### src/rtl/shwr_memory_arb_if.sv
// Shower-memory arbiter bus: per-channel requests in,
// muxed memory access and grant status out.
interface shwr_memory_arb_if #(
  parameter int NCH = 2,
  parameter int AW  = 15
);
  localparam int SW = (NCH > 1) ? $clog2(NCH) : 1;

  logic              MODE;
  logic [SW-1:0]     FSEL;
  logic [NCH-1:0]    REQ;
  logic [NCH*AW-1:0] ADDR_IN;
  logic [NCH-1:0]    ENA_IN;
  logic [NCH-1:0]    GNT;
  logic [AW-1:0]     ADDR;
  logic              ENA;
  logic [SW-1:0]     OWNER;
  logic              BUSY;

  modport master (
    output MODE, FSEL, REQ, ADDR_IN, ENA_IN,
    input  GNT, ADDR, ENA, OWNER, BUSY
  );

  modport slave (
    input  MODE, FSEL, REQ, ADDR_IN, ENA_IN,
    output GNT, ADDR, ENA, OWNER, BUSY
  );
endinterface

### src/rtl/shwr_memory_arb.sv
// Shower-memory arbiter: round-robin or forced owner,
// bounded hold time, one idle cycle between owners.
module shwr_memory_arb #(
  parameter int NCH      = 2,
  parameter int AW       = 15,
  parameter int HOLD_MAX = 16
) (
  input logic              CLK,
  input logic              RST_N,
  shwr_memory_arb_if.slave bus
);
  localparam int SW = (NCH > 1) ? $clog2(NCH) : 1;

  typedef enum logic [1:0] {
    IDLE,
    OWN,
    SWITCH
  } state_t;

  state_t         state_q;
  logic [NCH-1:0] gnt_q;
  logic [AW-1:0]  addr_q;
  logic           ena_q;
  logic [SW-1:0]  owner_q;
  logic [SW-1:0]  ptr_q;
  logic           busy_q;
  logic [7:0]     cnt_q;
  logic [7:0]     cnt_d;
  logic           mode_q;
  logic [SW-1:0]  fsel_q;

  logic [NCH-1:0] elig;
  logic [NCH-1:0] cand;
  logic           found;
  logic [SW-1:0]  win;
  logic [NCH-1:0] win_oh;
  logic [NCH-1:0] own_oh;
  logic [AW-1:0]  own_addr;
  logic           own_ena;
  logic           own_req;
  logic           other;
  logic           cfg_chg;
  logic           expire;
  logic           leave;

  // Eligible channels: all, or only FSEL when forced
  always_comb begin
    elig = '0;
    for (int i = 0; i < NCH; i++) begin
      elig[i] = !bus.MODE || (bus.FSEL == SW'(i));
    end
  end

  assign cand = bus.REQ & elig;

  // Round-robin pick: lowest index above ptr, else wrap
  always_comb begin
    found  = 1'b0;
    win    = '0;
    win_oh = '0;
    for (int i = NCH - 1; i >= 0; i--) begin
      if (cand[i] && (i <= int'(ptr_q))) begin
        found = 1'b1;
        win   = SW'(i);
      end
    end
    for (int i = NCH - 1; i >= 0; i--) begin
      if (cand[i] && (i > int'(ptr_q))) begin
        found = 1'b1;
        win   = SW'(i);
      end
    end
    for (int i = 0; i < NCH; i++) begin
      win_oh[i] = found && (win == SW'(i));
    end
  end

  // Current owner's request, enable and address
  always_comb begin
    own_oh   = '0;
    own_addr = '0;
    own_ena  = 1'b0;
    own_req  = 1'b0;
    for (int i = 0; i < NCH; i++) begin
      if (owner_q == SW'(i)) begin
        own_oh[i] = 1'b1;
        own_addr  = bus.ADDR_IN[i*AW +: AW];
        own_ena   = bus.ENA_IN[i];
        own_req   = bus.REQ[i];
      end
    end
  end

  assign other   = |(cand & ~own_oh);
  assign cfg_chg = (bus.MODE != mode_q) ||
                   (bus.FSEL != fsel_q);
  assign cnt_d   = cnt_q + 8'd1;
  assign expire  = (cnt_d >= 8'(HOLD_MAX));
  assign leave   = !own_req || cfg_chg ||
                   (expire && other);

  // Arbitration FSM with registered bus outputs
  always_ff @(posedge CLK or negedge RST_N) begin
    if (!RST_N) begin
      state_q <= IDLE;
      gnt_q   <= '0;
      addr_q  <= '0;
      ena_q   <= 1'b0;
      owner_q <= '0;
      ptr_q   <= SW'(NCH - 1);
      busy_q  <= 1'b0;
      cnt_q   <= '0;
      mode_q  <= 1'b0;
      fsel_q  <= '0;
    end else begin
      case (state_q)
        IDLE, SWITCH: begin
          ena_q <= 1'b0;
          cnt_q <= '0;
          if (found) begin
            state_q <= OWN;
            gnt_q   <= win_oh;
            owner_q <= win;
            busy_q  <= 1'b1;
            mode_q  <= bus.MODE;
            fsel_q  <= bus.FSEL;
          end else begin
            state_q <= IDLE;
            gnt_q   <= '0;
            busy_q  <= 1'b0;
          end
        end
        OWN: begin
          addr_q <= own_addr;
          if (leave) begin
            state_q <= SWITCH;
            gnt_q   <= '0;
            busy_q  <= 1'b0;
            ena_q   <= 1'b0;
            ptr_q   <= owner_q;
            cnt_q   <= '0;
          end else begin
            ena_q <= own_ena;
            cnt_q <= expire ? 8'd0 : cnt_d;
          end
        end
        default: begin
          state_q <= IDLE;
          gnt_q   <= '0;
          busy_q  <= 1'b0;
          ena_q   <= 1'b0;
        end
      endcase
    end
  end

  assign bus.GNT   = gnt_q;
  assign bus.ADDR  = addr_q;
  assign bus.ENA   = ena_q;
  assign bus.OWNER = owner_q;
  assign bus.BUSY  = busy_q;
endmodule

### src/flat_wrapper.sv
// flat-port wrapper written by rule: the top's interface ports become plain ports
module shwr_memory_arb_flat 
#(
  parameter int NCH      = 2,
  parameter int AW       = 15,
  parameter int HOLD_MAX = 16
)
  (CLK, RST_N, bus_MODE, bus_FSEL, bus_REQ, bus_ADDR_IN, bus_ENA_IN, bus_GNT, bus_ADDR, bus_ENA, bus_OWNER, bus_BUSY);
  shwr_memory_arb_if #(.NCH(NCH), .AW(AW)) bus_i ();
  input logic CLK;
  input logic RST_N;
  input wire logic [$bits(bus_i.MODE)-1:0] bus_MODE;
  input wire logic [$bits(bus_i.FSEL)-1:0] bus_FSEL;
  input wire logic [$bits(bus_i.REQ)-1:0] bus_REQ;
  input wire logic [$bits(bus_i.ADDR_IN)-1:0] bus_ADDR_IN;
  input wire logic [$bits(bus_i.ENA_IN)-1:0] bus_ENA_IN;
  output wire logic [$bits(bus_i.GNT)-1:0] bus_GNT;
  output wire logic [$bits(bus_i.ADDR)-1:0] bus_ADDR;
  output wire logic [$bits(bus_i.ENA)-1:0] bus_ENA;
  output wire logic [$bits(bus_i.OWNER)-1:0] bus_OWNER;
  output wire logic [$bits(bus_i.BUSY)-1:0] bus_BUSY;
  assign bus_i.MODE = bus_MODE;
  assign bus_i.FSEL = bus_FSEL;
  assign bus_i.REQ = bus_REQ;
  assign bus_i.ADDR_IN = bus_ADDR_IN;
  assign bus_i.ENA_IN = bus_ENA_IN;
  assign bus_GNT = bus_i.GNT;
  assign bus_ADDR = bus_i.ADDR;
  assign bus_ENA = bus_i.ENA;
  assign bus_OWNER = bus_i.OWNER;
  assign bus_BUSY = bus_i.BUSY;
  shwr_memory_arb #(.NCH(NCH), .AW(AW), .HOLD_MAX(HOLD_MAX)) u_core (.CLK(CLK), .RST_N(RST_N), .bus(bus_i));
endmodule
### config.mk
export PLATFORM = sky130hd
export DESIGN_NAME = shwr_memory_arb_flat
export DESIGN_NICKNAME = d
export VERILOG_FILES = /design/src/rtl/shwr_memory_arb_if.sv /design/src/rtl/shwr_memory_arb.sv /design/src/flat_wrapper.sv
export SDC_FILE = /design/constraint.sdc
export NUM_CORES = 1
export LEC_CHECK = 0
export CAP_MARGIN = 30
export CORE_MARGIN = 10
export CORE_UTILIZATION = 47
export DETAILED_ROUTE_END_ITERATION = 16
export PLACE_DENSITY = 0.84
export SYNTH_ARGS = -nofsm -noshare
export SYNTH_HDL_FRONTEND = slang
export SYNTH_SLANG_ARGS = --single-unit
### constraint.sdc
create_clock -name CLK -period 5 [get_ports CLK]
set_input_delay 0.5 -clock CLK [delete_from_list [all_inputs] [get_ports CLK]]
set_output_delay 0.5 -clock CLK [all_outputs]
set_load 0.02 [all_outputs]
==> After elaboration in Yosys (flattened, before gate mapping) <==
Cells that the tools add are included.
{ "totals": {"regBits": 33, "inputBits": 38} }
{ "classes": {"order_cmp": 3, "reduce_logical": 18, "eq_ne": 5, "n_addsub": 1, "muxes": 24, "bitwise_logic": 5} }
{ "op_table": {"columns": ["cell", "count"], "rows": [
  ["2-to-1 mux 8 bit", 2],
  ["case mux 8 bit (2 select lines)", 1],
  ["2-to-1 mux 15 bit", 1],
  ["2-to-1 mux 1 bit", 14],
  ["adder 8 x 1 -> 8 bit (second input constant)", 1],
  [">= comparator 8 x 5 -> 1 bit (second input constant)", 1],
  ["case mux 2 bit (2 select lines)", 2],
  ["2-to-1 mux 2 bit", 3],
  ["logical AND 1 bit", 5],
  ["logical OR 1 bit", 5],
  ["bitwise AND 2 bit", 2],
  ["AND reduction 2 bit", 2],
  ["OR reduction 2 bit", 2],
  ["== test 2 x 1 -> 1 bit (second input constant)", 1],
  ["== test 2 bit (second input constant)", 1],
  ["zero test 1 bit", 2],
  ["zero test 2 bit", 1],
  ["!= test 1 bit", 2],
  ["!= test 2 x 1 -> 1 bit (second input constant)", 1],
  ["inverter 1 bit", 2],
  ["inverter 2 bit", 1],
  ["case mux 1 bit (2 select lines)", 1],
  ["nonzero test 2 bit", 1],
  ["greater-than comparator 1 bit (first input constant)", 1],
  ["<= comparator 1 bit (first input constant)", 1]
]} }

==> Longest topological paths before layout <==
{ "depth": {"depth_word": 11, "mapped_depth": 6, "depth_no_buf": 6} }

==> Worst setup path after synthesis <==
No wires, ideal clock.
{ "synth_path": {"path_type": "reg2reg", "from": "reg u_core.cnt_q[0]", "to": "reg u_core.ptr_q", "period_less_slack_ns": 1.726, "stages_incl_launch_ff": 7, "path_slack_ns": 3.274, "t_arrival_ns": 1.644, "cell_sequence": "dfrtp_1 > ha_1 > and3_1 > a31oi_1 > a21oi_4 > a211oi_4 > mux2_4"} }
{ "synth_via": {"elab_chain_len": 5} }
{ "synth_lines": {"columns": ["element", "line_no", "source"], "rows": [
  ["start: declaration", "shwr_memory_arb.sv:27", "logic [7:0] cnt_q;"],
  ["start signal: assignment", "shwr_memory_arb.sv:144", "cnt_q <= expire ? 8'd0 : cnt_d;"],
  ["adder 8 x 1 -> 8 bit", "shwr_memory_arb.sv:97", "assign cnt_d = cnt_q + 8'd1;"],
  [">= comparator 8 x 5 -> 1 bit", "shwr_memory_arb.sv:98", "assign expire = (cnt_d >= 8'(HOLD_MAX));"],
  ["logical AND 1 bit", "shwr_memory_arb.sv:100", "(expire && other);"],
  ["logical OR 1 bit", "shwr_memory_arb.sv:99", "assign leave = !own_req || cfg_chg ||"],
  ["AND reduction 2 bit (no line)", null, null],
  ["end signal: assignment", "shwr_memory_arb.sv:110", "ptr_q <= SW'(NCH - 1);"],
  ["end signal: assignment", "shwr_memory_arb.sv:140", "ptr_q <= owner_q;"],
  ["end: declaration", "shwr_memory_arb.sv:25", "logic [SW-1:0] ptr_q;"]
]} }
Every way passes these cells.
A chain may end at the register's enable or synchronous reset.

==> Worst setup path in the final report <==
{ "layout_path": {"from": "reg u_core.owner_q (netlist: u_core.bus.OWNER)", "to": "out bus_OWNER"} }
{ "layout_lines": {"columns": ["element", "line_no", "source"], "rows": [
  ["start: declaration", "shwr_memory_arb.sv:24", "logic [SW-1:0] owner_q;"],
  ["start signal: assignment", "shwr_memory_arb.sv:123", "owner_q <= win;"],
  ["end: declaration", "flat_wrapper.sv:20", "output wire logic [$bits(bus_i.OWNER)-1:0] bus_OWNER;"]
]} }
No word-level cell between the ends.

==> summary.txt <==
Route
  • Total number of vias: 1277
  • Post-Route WL: 3913 um
  • Antenna Nets Post-Route: 0
  • DRC: 0
  • Vias per cell: 5.047
  • Avg WL per Cell: 15.47 um
  • Drt pass-1 iters: 4
  • Initial drt markers: 56

Synth
  • Cells after Synth: 148
  • Primary FF master, synth: dfrtp_1
  • Top cell type's share of synthesized area: 49.40%
  • Synth area leader: dfrtp_1
  • Most frequent cell after synthesis: dfrtp_1
  • Mapped cell area: 1570 um2
  • Async S/R FF share, synth: 100.0%
  • Syn Area/Cell: 10.61 um2
  • Netlist cell types: 38
  • Syn nets: 187
  • Post-synth EDFFs: 0
  • Synth top area cells: dfrtp_1 (49%), mux2i_1 (11%), o21ai_0 (5.7%)
  • Yosys warns: 0
  • #FFs+latches synth: 32
  • Commonest cells in the synthesized netlist: dfrtp_1 (31), nand2_1 (19), o21ai_0 (18)
  • Seq/Total Area, Yosys: 51.08%

Finish
  • # nets final: 247
  • Layout cell share with drive strength beyond 1: 8.612%
  • Post-route cell area: 2270 um2
  • Layout area overhead: 44.54%
  • Antenna Cells: 0

Clock network
  • Setup Fix Bufs, Post-CTS: 0
  • CTS Sinks: 32
  • Clk Latency, worst-skew pair: 0.32 ns
  • Bufs on Longest Clock Path: 2
  • Hold Buf Count CTS: 0
  • CTS Buf Count: 5
  • CTS H-tree lvls: 2
  • Root Driver: clkbuf_4
  • TritonCTS clock tree: done
  • PostCTS Resize Cnt: 0
  • Worst-path clk slew: 0.09 ns

Pwr
  • P_sw: 0.4227 mW
  • Internal power: 0.6925 mW
  • Logic pwr share: 48.0%
  • Power density cells: 491.4 nW/um2
  • Part of the power in registers: 38.3%
  • Overall power: 1.115 mW
  • Clock power frac: 13.7%
  • Leakage: 1.003 nW
  • Switching share of power: 37.90%
  • Max VDD drop: 276.7 uV

Job
  • Max_cap viols: 0

Critical path
  • Crit Path Category: reg -> out
  • Required time of the critical path: 4.50 ns
  • CP cell instances: buf_16, clkdlybuf4s50_1
  • Crit start category: flop
  • CP max-delay cell: dfrtp_1
  • Largest stage delay, worst path: 0.70 ns
  • CP max FO: 15
  • CP arrival: 1.87 ns
  • CP endpoint kind: primary output

GRT
  • Initial antenna violation count: 0
  • Pin count of the biggest net entering global routing: 33
  • Grt total ovfl: 0
  • Total Routing Usage GR: 13.36%
  • Number of global-route vias before repair: 1324
  • First-pass GRT wire length: 6534 um

Worst hold path
  • Worst hold path type: reg -> reg

Timing
  • Tmin final: 2.371 ns
  • Final worst slack: 2.629 ns
  • Worst Skew: 0.005004 ns
  • Pins Over Slew Limit: 0
  • RSZ-0062 raised after global routing: false
  • Worst slew pin tran: 0.5451 ns
  • Slew headroom: 63.66%
  • Fin crit share: 47.42%
  • Final Hold Fails: 0
  • # setup viols final: 0
  • Maximum clock frequency: 421.8 MHz
  • Setup TNS: 0 ns

Placed design
  • Setup WS pre-CTS: 2.798 ns
  • Global placer's final weighted congestion: 0.8040
  • HPWL after DPL: 3055 um
  • Area after DPL: 2196 um2
  • IO Port Bufs: 57

Floorplan
  • Width of the chip: 77.80 um
  • Core area: 3128 um2
  • FP Rows: 20
  • Initial Util: 50.20%
  • Die height: 77.80 um
  • Die area: 6053 um2
  • Ports: 58

Run status
  • Status: finished, final reports clean
-- worst max-delay path, delay by kind of cell, from the launching register on --
kind     cells  cell delay, ns
flops        1            0.70
buf+inv      2            0.84
-- cells by family (layout without fill, tap and decap cells) --
family          after synthesis  count (layout)  share of synthesized area [%]
simple gates                 45              45                          14.18
flops                        32              32                          51.08
compound gates               31              31                          13.39
xor+xnor                      7               7                          3.904
mux                          20              20                          13.23
fa+ha+maj                     1               1                         0.7967
buf+inv                      12              73                          3.426
-- layout make-up --
type | count | area [um2]
fill | 239 | 858.3
sequential | 32 | 802.0
multi-input combinational | 104 | 714.4
timing repair buffer | 60 | 620.6
clock buffer | 8 | 58.81
tap | 44 | 55.05
inverter | 5 | 18.77
-- per-stage QoR --
step | util [%] | hold slack, ns | instances
3_5_place_dp | 70.20 | 0.4696 | 244
2_1_floorplan | - | 0.2044 | 148
4_1_cts | 72.08 | 0.4929 | 252
6_report | 72.56 | 0.4834 | 253
3_3_place_gp | 69.32 | 0.4602 | 243
5_1_grt | 72.56 | 0.5156 | 253
-- sequential cells by signal, summed over array words and instances, names as in the netlist --
name              cells
u_core.bus.ADDR      15
u_core.cnt_q          8
u_core.bus.GNT        2
u_core.bus.BUSY       1
u_core.bus.ENA        1
u_core.bus.OWNER      1
u_core.fsel_q         1
u_core.mode_q         1
u_core.ptr_q          1
u_core.state_q        1
-- worst paths after layout --
check	startpoint	end	slack, ns	cells after the start
worst max-delay path	u_core.bus.OWNER	bus_OWNER	2.63	2
worst min-delay path	u_core.bus.ADDR[9]	u_core.bus.ADDR[9]	0.48	2
worst max register to register	u_core.bus.OWNER	u_core.ptr_q	2.96	6
worst min register to register	u_core.bus.ADDR[9]	u_core.bus.ADDR[9]	0.48	2
max in group asynchronous	RST_N	u_core.ptr_q	4.12	2
min in group asynchronous	RST_N	u_core.bus.BUSY	0.56	2
-- layer usage --
| layer | part of all wire [%] | global-route usage, % | vias to the layer above |
|---|---|---|---|
| li1 | - | - | 634 |
| met1 | 40 | 14.87 | 592 |
| met2 | 47 | 20.65 | 46 |
| met3 | 11 | 7.834 | 5 |
| met4 | 1.3 | 4.927 | 0 |
| met5 | 0 | 0 | - |
-- layout by cell type (no fill, tap or decap), drive strengths merged, types with 4 or more instances in the layout --
| cell type | n |
|---|---|
| nand2 | 19 |
| o21ai | 20 |
| dfrtp | 31 |
| mux2i | 17 |
| clkdlybuf4s50 | 57 |
| clkbuf | 8 |
| inv | 5 |
| xnor2 | 7 |
| nand3 | 4 |
| and3 | 6 |
| nor2 | 6 |
-- power by group through the flow --
stage	combinational [mW]	clock [mW]	sequential, mW
4_1_cts	0.534	0.158	0.428
3_3_place_gp	0.482	0	0.441
3_5_place_dp	0.531	0	0.432
6_report	0.536	0.153	0.427
5_1_grt	0.582	0.171	0.441
2_1_floorplan	0.232	0	0.486
No activity file was read; power rests on OpenSTA's default activity.
